File: src/rtl/otter_mem_arbiter.sv
// otter_mem_arbiter: fixed-priority A/B arbiter with starvation guard in front of the OTTER data port
module otter_mem_arbiter #(
    parameter int STARVE_LIMIT = 4
) (
    input  logic        MEM_CLK,
    input  logic        MEM_RST_N,
    input  logic        A_REQ,
    input  logic        A_WE,
    input  logic [31:0] A_ADDR,
    input  logic [31:0] A_DIN,
    input  logic [1:0]  A_SIZE,
    input  logic        A_SIGN,
    input  logic        B_REQ,
    input  logic        B_WE,
    input  logic [31:0] B_ADDR,
    input  logic [31:0] B_DIN,
    input  logic [1:0]  B_SIZE,
    input  logic        B_SIGN,
    output logic        A_GNT,
    output logic        B_GNT,
    output logic        A_RVALID,
    output logic        B_RVALID,
    output logic [31:0] A_DOUT,
    output logic [31:0] B_DOUT,
    output logic        M_RDEN2,
    output logic        M_WE2,
    output logic [31:0] M_ADDR2,
    output logic [31:0] M_DIN2,
    output logic [1:0]  M_SIZE,
    output logic        M_SIGN,
    input  logic [31:0] M_DOUT2
);
    typedef enum logic [1:0] {IDLE, ACC_A, ACC_B} state_t;
    localparam logic [3:0] LIMIT = 4'(STARVE_LIMIT);
    state_t      state_q, state_d;
    logic [3:0]  starve_q, starve_d;
    logic        we_q, sign_q, a_rvalid_q, b_rvalid_q, starved;
    logic [1:0]  size_q;
    logic [31:0] addr_q, din_q, a_dout_q, b_dout_q;
    assign starved = starve_q == LIMIT;
    assign A_GNT = A_REQ & ~(B_REQ & starved);
    assign B_GNT = B_REQ & ~A_GNT;
    always_comb begin
        state_d  = A_GNT ? ACC_A : B_GNT ? ACC_B : IDLE;
        starve_d = (!B_REQ || B_GNT) ? 4'd0 : (A_GNT && !starved) ? starve_q + 4'd1 : starve_q;
    end
    // Command fields hold through IDLE so the memory sees stable address/size lines.
    always_ff @(posedge MEM_CLK or negedge MEM_RST_N) begin
        if (!MEM_RST_N) begin
            state_q    <= IDLE;
            starve_q   <= '0;
            we_q       <= 1'b0;
            addr_q     <= '0;
            din_q      <= '0;
            size_q     <= '0;
            sign_q     <= 1'b0;
            a_rvalid_q <= 1'b0;
            b_rvalid_q <= 1'b0;
            a_dout_q   <= '0;
            b_dout_q   <= '0;
        end else begin
            state_q    <= state_d;
            starve_q   <= starve_d;
            if (A_GNT || B_GNT) begin
                we_q   <= B_GNT ? B_WE : A_WE;
                addr_q <= B_GNT ? B_ADDR : A_ADDR;
                din_q  <= B_GNT ? B_DIN : A_DIN;
                size_q <= B_GNT ? B_SIZE : A_SIZE;
                sign_q <= B_GNT ? B_SIGN : A_SIGN;
            end
            a_rvalid_q <= state_q == ACC_A && !we_q;
            b_rvalid_q <= state_q == ACC_B && !we_q;
            if (state_q == ACC_A && !we_q) a_dout_q <= M_DOUT2;
            if (state_q == ACC_B && !we_q) b_dout_q <= M_DOUT2;
        end
    end
    assign M_RDEN2  = state_q != IDLE && !we_q;
    assign M_WE2    = state_q != IDLE && we_q;
    assign M_ADDR2  = addr_q;
    assign M_DIN2   = din_q;
    assign M_SIZE   = size_q;
    assign M_SIGN   = sign_q;
    assign A_RVALID = a_rvalid_q;
    assign B_RVALID = b_rvalid_q;
    assign A_DOUT   = a_dout_q;
    assign B_DOUT   = b_dout_q;
endmodule

File: config.mk
export PLATFORM = sky130hd
export DESIGN_NAME = otter_mem_arbiter
export DESIGN_NICKNAME = d
export VERILOG_FILES = /design/src/rtl/otter_mem_arbiter.sv
export SDC_FILE = /design/constraint.sdc
export NUM_CORES = 1
export LEC_CHECK = 0
export ABC_AREA = 1
export BUFFER_PORTS_ARGS = -buffer_cell sky130_fd_sc_hd__buf_2
export CAP_MARGIN = 20
export CORE_ASPECT_RATIO = 2
export CORE_MARGIN = 2
export CORE_UTILIZATION = 40
export CTS_BUF_LIST = sky130_fd_sc_hd__clkbuf_4 sky130_fd_sc_hd__clkbuf_8
export CTS_CLUSTER_SIZE = 14
export DETAILED_ROUTE_END_ITERATION = 10
export PLACE_DENSITY = 0.77
export SLEW_MARGIN = 15
export SYNTH_ARGS = -nofsm -noshare
export SYNTH_HDL_FRONTEND = slang
export SYNTH_SLANG_ARGS = --single-unit
File: constraint.sdc
create_clock -name MEM_CLK -period 2.2 [get_ports MEM_CLK]
set_input_delay 0 -clock MEM_CLK [delete_from_list [all_inputs] [get_ports MEM_CLK]]
set_output_delay 0 -clock MEM_CLK [all_outputs]
set_load 0.01 [all_outputs]
==> impl_summary.txt <==
----------------------------------------------------
[Die]
  Count of standard-cell rows ... 62
  Number of I/O pins ... 309
  Initial core utilization ... 41.0%
  Height of the die ... 176 um
  Floorplan die width ... 89.8 um
  Die Outline Area ... 15,800 um^2
  Core box area ... 14,400 um^2

[Worst hold path]
  Startpoint of the worst hold path ... B_REQ
  Hold Path Cell Cnt ... 3
  Hold Path Class ... in2reg
  Hold worst-path end ... M_DIN2[16]

[Routing]
  Pre-antenna DRT Iters ... 8
  Wire length reported by the detailed router ... 24,300 um
  Routed Antenna Nets ... 0
  Vias post-DR ... 7,102
  Count of routing violations after the opening detailed-route iteration ... 592
  Length of routed met3 wiring ... 2610 um
  Met1 routed wirelength after detailed routing ... 8060 um
  Final routed wire length divided by cell count ... 18.5 um
  Routed wl met2 ... 11,800 um
  Highest metal used ... met4
  Residual DRC count ... 0
  Ratio of routed vias to standard cells ... 5.39

[Logic synthesis]
  Post-synthesis register bit count ... 140
  Post-Synthesis Net Count ... 829
  Post-Syn Area per Cell ... 8.99 um^2
  Ys Warns ... 0
  Fraction of the mapped netlist area in adder cells ... 0.425%
  Post-synthesis cell type count ... 18
  Share of the synthesized area in the top cell type ... 59.5%
  Largest cells by area after synthesis ... sky130_fd_sc_hd__dfrtp_1 (60%), sky130_fd_sc_hd__nand3_1 (18%), sky130_fd_sc_hd__nand2_1 (8.5%)
  Portion of the post-synthesis area used by sequential elements ... 59.5%
  Compound-cell area share of the yosys netlist ... 5.61%
  Post-synthesis cell type with the largest combined area ... sky130_fd_sc_hd__dfrtp_1
  Combinational family with the most area after synthesis ... simple AND/OR/NAND/NOR gates
  Cells after synthesis ... 655
  Cell area after technology mapping ... 5890 um^2
  Simple-gate share of the synthesized area ... 27.1%
  Share of the synthesized netlist area taken by xor and xnor gates ... 0.298%
  Multiplexer area fraction after synthesis ... 0%

[Worst setup path]
  Slowest stage delay, CP ... 0.59 ns
  List of cells traversed by the critical path ... inv_1 -> ha_1 -> nand2_1 -> inv_2 -> nand2_4 -> buf_4 -> nand3_1 -> nand3_1
  Type of destination of the critical path ... flop
  Minimum setup slack among reg-to-reg paths ... 0.18 ns
  Crit path required time ... 2.57 ns
  Crit-path most repeated cell ... sky130_fd_sc_hd__nand3_1
  Data arrival, critical path ... 2.39 ns
  Launching element type of the critical path ... flop
  R2R Path Start ... starve_q[0]
  Buf/Inv on CP ... 3
  Length in cells of the worst reg-to-reg path ... 8
  Cell with the biggest individual delay on the critical path ... sky130_fd_sc_hd__buf_4
  Highest net fanout along the worst path ... 68
  Start-to-end type of the worst setup path ... reg2reg
  R2r endpoint ... M_DIN2[5]
  Worst path top cell family by delay ... buffers and inverters

[Clock tree]
  Num CTS Buffers ... 17
  Buffer levels on the longest clock path ... 2
  Clock tree from TritonCTS ... done
  Clock latency reported for the late side of the worst-skew pair ... 0.44 ns
  Root Buffer ... sky130_fd_sc_hd__clkbuf_8
  Clock sink count ... 140
  CTS clock-pin slew for the worst setup and hold paths ... 0.08 ns
  Clock H-tree levels ... 4

[Global routing]
  Global-route wire length before repair ... 38,000 um
  GR Overflow Total ... 0
  Largest net degree at the start of global routing ... 70
  Antenna violations before repair ... 0
  Via count of the first global-routing pass ... 7,394
  GRT Total Usage ... 30.5%

[Timing]
  Final hold violation count ... 0
  Fin Setup TNS ... 0 ns
  Maximum clock rate ... 0.495 GHz
  Max-slew violation count ... 0
  Final setup fails ... 0
  WHS ... 0.0396 ns
  Rel. slew slack ... 50.4%
  Slew at the pin closest to its max-slew limit ... 0.744 ns
  RSZ-0062 raised after global routing ... false
  Shortest clock period the worst path allows after layout ... 2.02 ns
  Worst clock skew ... 0.00980 ns
  Post-route clock period utilization ... 91.8%

[Layout]
  Fill count ... 1,006
  Most common cell after layout, fill and taps aside ... sky130_fd_sc_hd__buf_2
  Final core utilization ... 67.8%
  Area growth syn-to-layout ... 65.4%
  Commonest non-fill, non-tap cells in the layout ... sky130_fd_sc_hd__buf_2 (307), sky130_fd_sc_hd__nand3_1 (205), sky130_fd_sc_hd__dlygate4sd3_1 (171), sky130_fd_sc_hd__dfrtp_1 (140), sky130_fd_sc_hd__nand2_1 (134)
  Share of final-layout standard cells stronger than drive strength 1 ... 31.8%
  NumNets Final ... 1,286

[Power and ir drop]
  Power density normalized to cell area ... 753 nW/um^2
  Peak VDD IR ... 0.378 mV
  Static Leak ... 0.00510 uW

[Place]
  HPWL after DPL ... 12,700 um
  Routability-driven placement congestion ratio ... 0.834
  Total of buffers placed on input and output ports ... 308

[Run]
  Maximum capacitance violations ... 0

[Status]
  Status ... finished clean

----------------------------------------------------
[report_power, final]
part | leakage [uW] | internal [uW] | switching, uW
Clock | 0.000235 | 1450 | 1000
Combinational | 0.00315 | 775 | 915
Sequential | 0.00171 | 2960 | 228
Total | 0.00510 | 5180 | 2150
[synth_stat cells, drive strengths merged]
cell,number
a21oi,2
buf,38
clkbuf,13
dfrtp,140
ha,2
inv,44
nand2,136
nand3,207
nor2,7
o21ai,64
xnor2,1
xor2,1
[timing repair]
item,4_1_cts,5_1_grt
resized for setup,1,0
setup buffers,0,0
setup endpoints to repair,1,1
cloned,0,1
hold buffers,171,0
hold endpoints to repair,272,0
pin swaps,0,1
[cells by family after synthesis]
family	Yosys count
simple gates	350
flops	140
buf+inv	95
compound gates	66
xor+xnor	2
fa+ha+maj	2
[final cells by class]
type / instances / area [um^2] / share of cell area, %
Inverter: 44 / 165 / 1.70
Multi-Input combinational cell: 421 / 2000 / 20.6
Antenna cell: 1 / 2.50 / 0.0257
Timing Repair Buffer: 488 / 3350 / 34.4
Tap cell: 192 / 240 / 2.47
Clock inverter: 11 / 189 / 1.94
Clock buffer: 21 / 283 / 2.90
Sequential cell: 140 / 3500 / 36.0
[sequential cells by signal, indices dropped and copies added, names as in the netlist]
register,cells
A_DOUT,32
B_DOUT,32
M_ADDR2,32
M_DIN2,32
starve_q,4
M_SIZE,2
state_q,2
A_RVALID,1
B_RVALID,1
M_SIGN,1
we_q,1
[worst max-delay path by stage]
| stage | start | to | slack, ns | cells past startpoint |
|---|---|---|---|---|
| global route | starve_q[0] | M_ADDR2[18] | 0.11 | 8 |
| detailed placement | starve_q[0] | starve_q[1] | 0.35 | 9 |
| floorplan | starve_q[0] | M_DIN2[20] | 0.87 | 9 |
| global placement | starve_q[0] | starve_q[3] | 0.43 | 9 |
| CTS | starve_q[0] | B_GNT | 0.09 | 9 |
| finish | starve_q[0] | M_DIN2[5] | 0.18 | 8 |
[worst reg2reg max path, stage by stage, from the launching register on]
cell and delay, ns:
sky130_fd_sc_hd__dfrtp_1 0.40, sky130_fd_sc_hd__inv_1 0.06, sky130_fd_sc_hd__ha_1 0.19, sky130_fd_sc_hd__nand2_1 0.08, sky130_fd_sc_hd__inv_2 0.05, sky130_fd_sc_hd__nand2_4 0.11, sky130_fd_sc_hd__buf_4 0.59, sky130_fd_sc_hd__nand3_1 0.31
sky130_fd_sc_hd__nand3_1 0.17
[metal layers]
metal / global-route usage [%] / vias to the layer above
li1: - / 3080
met1: 32.6 / 3249
met2: 50.6 / 605
met3: 9.27 / 168
met4: 22.8 / 0
met5: 0 / -
[metrics by stage]
step | cell area, um^2 | total power (uW) | instances | worst slack (ns)
2_1_floorplan | 5890 | 3840 | 655 | 0.872
3_3_place_gp | 7530 | 4550 | 1113 | 0.433
3_5_place_dp | 7530 | 4590 | 1113 | 0.348
4_1_cts | 9720 | 7300 | 1316 | 0.0941
5_1_grt | 9730 | 7650 | 1317 | 0.108
6_report | 9740 | 7330 | 1318 | 0.180
Note: power is estimated with default switching activity, not from simulation.
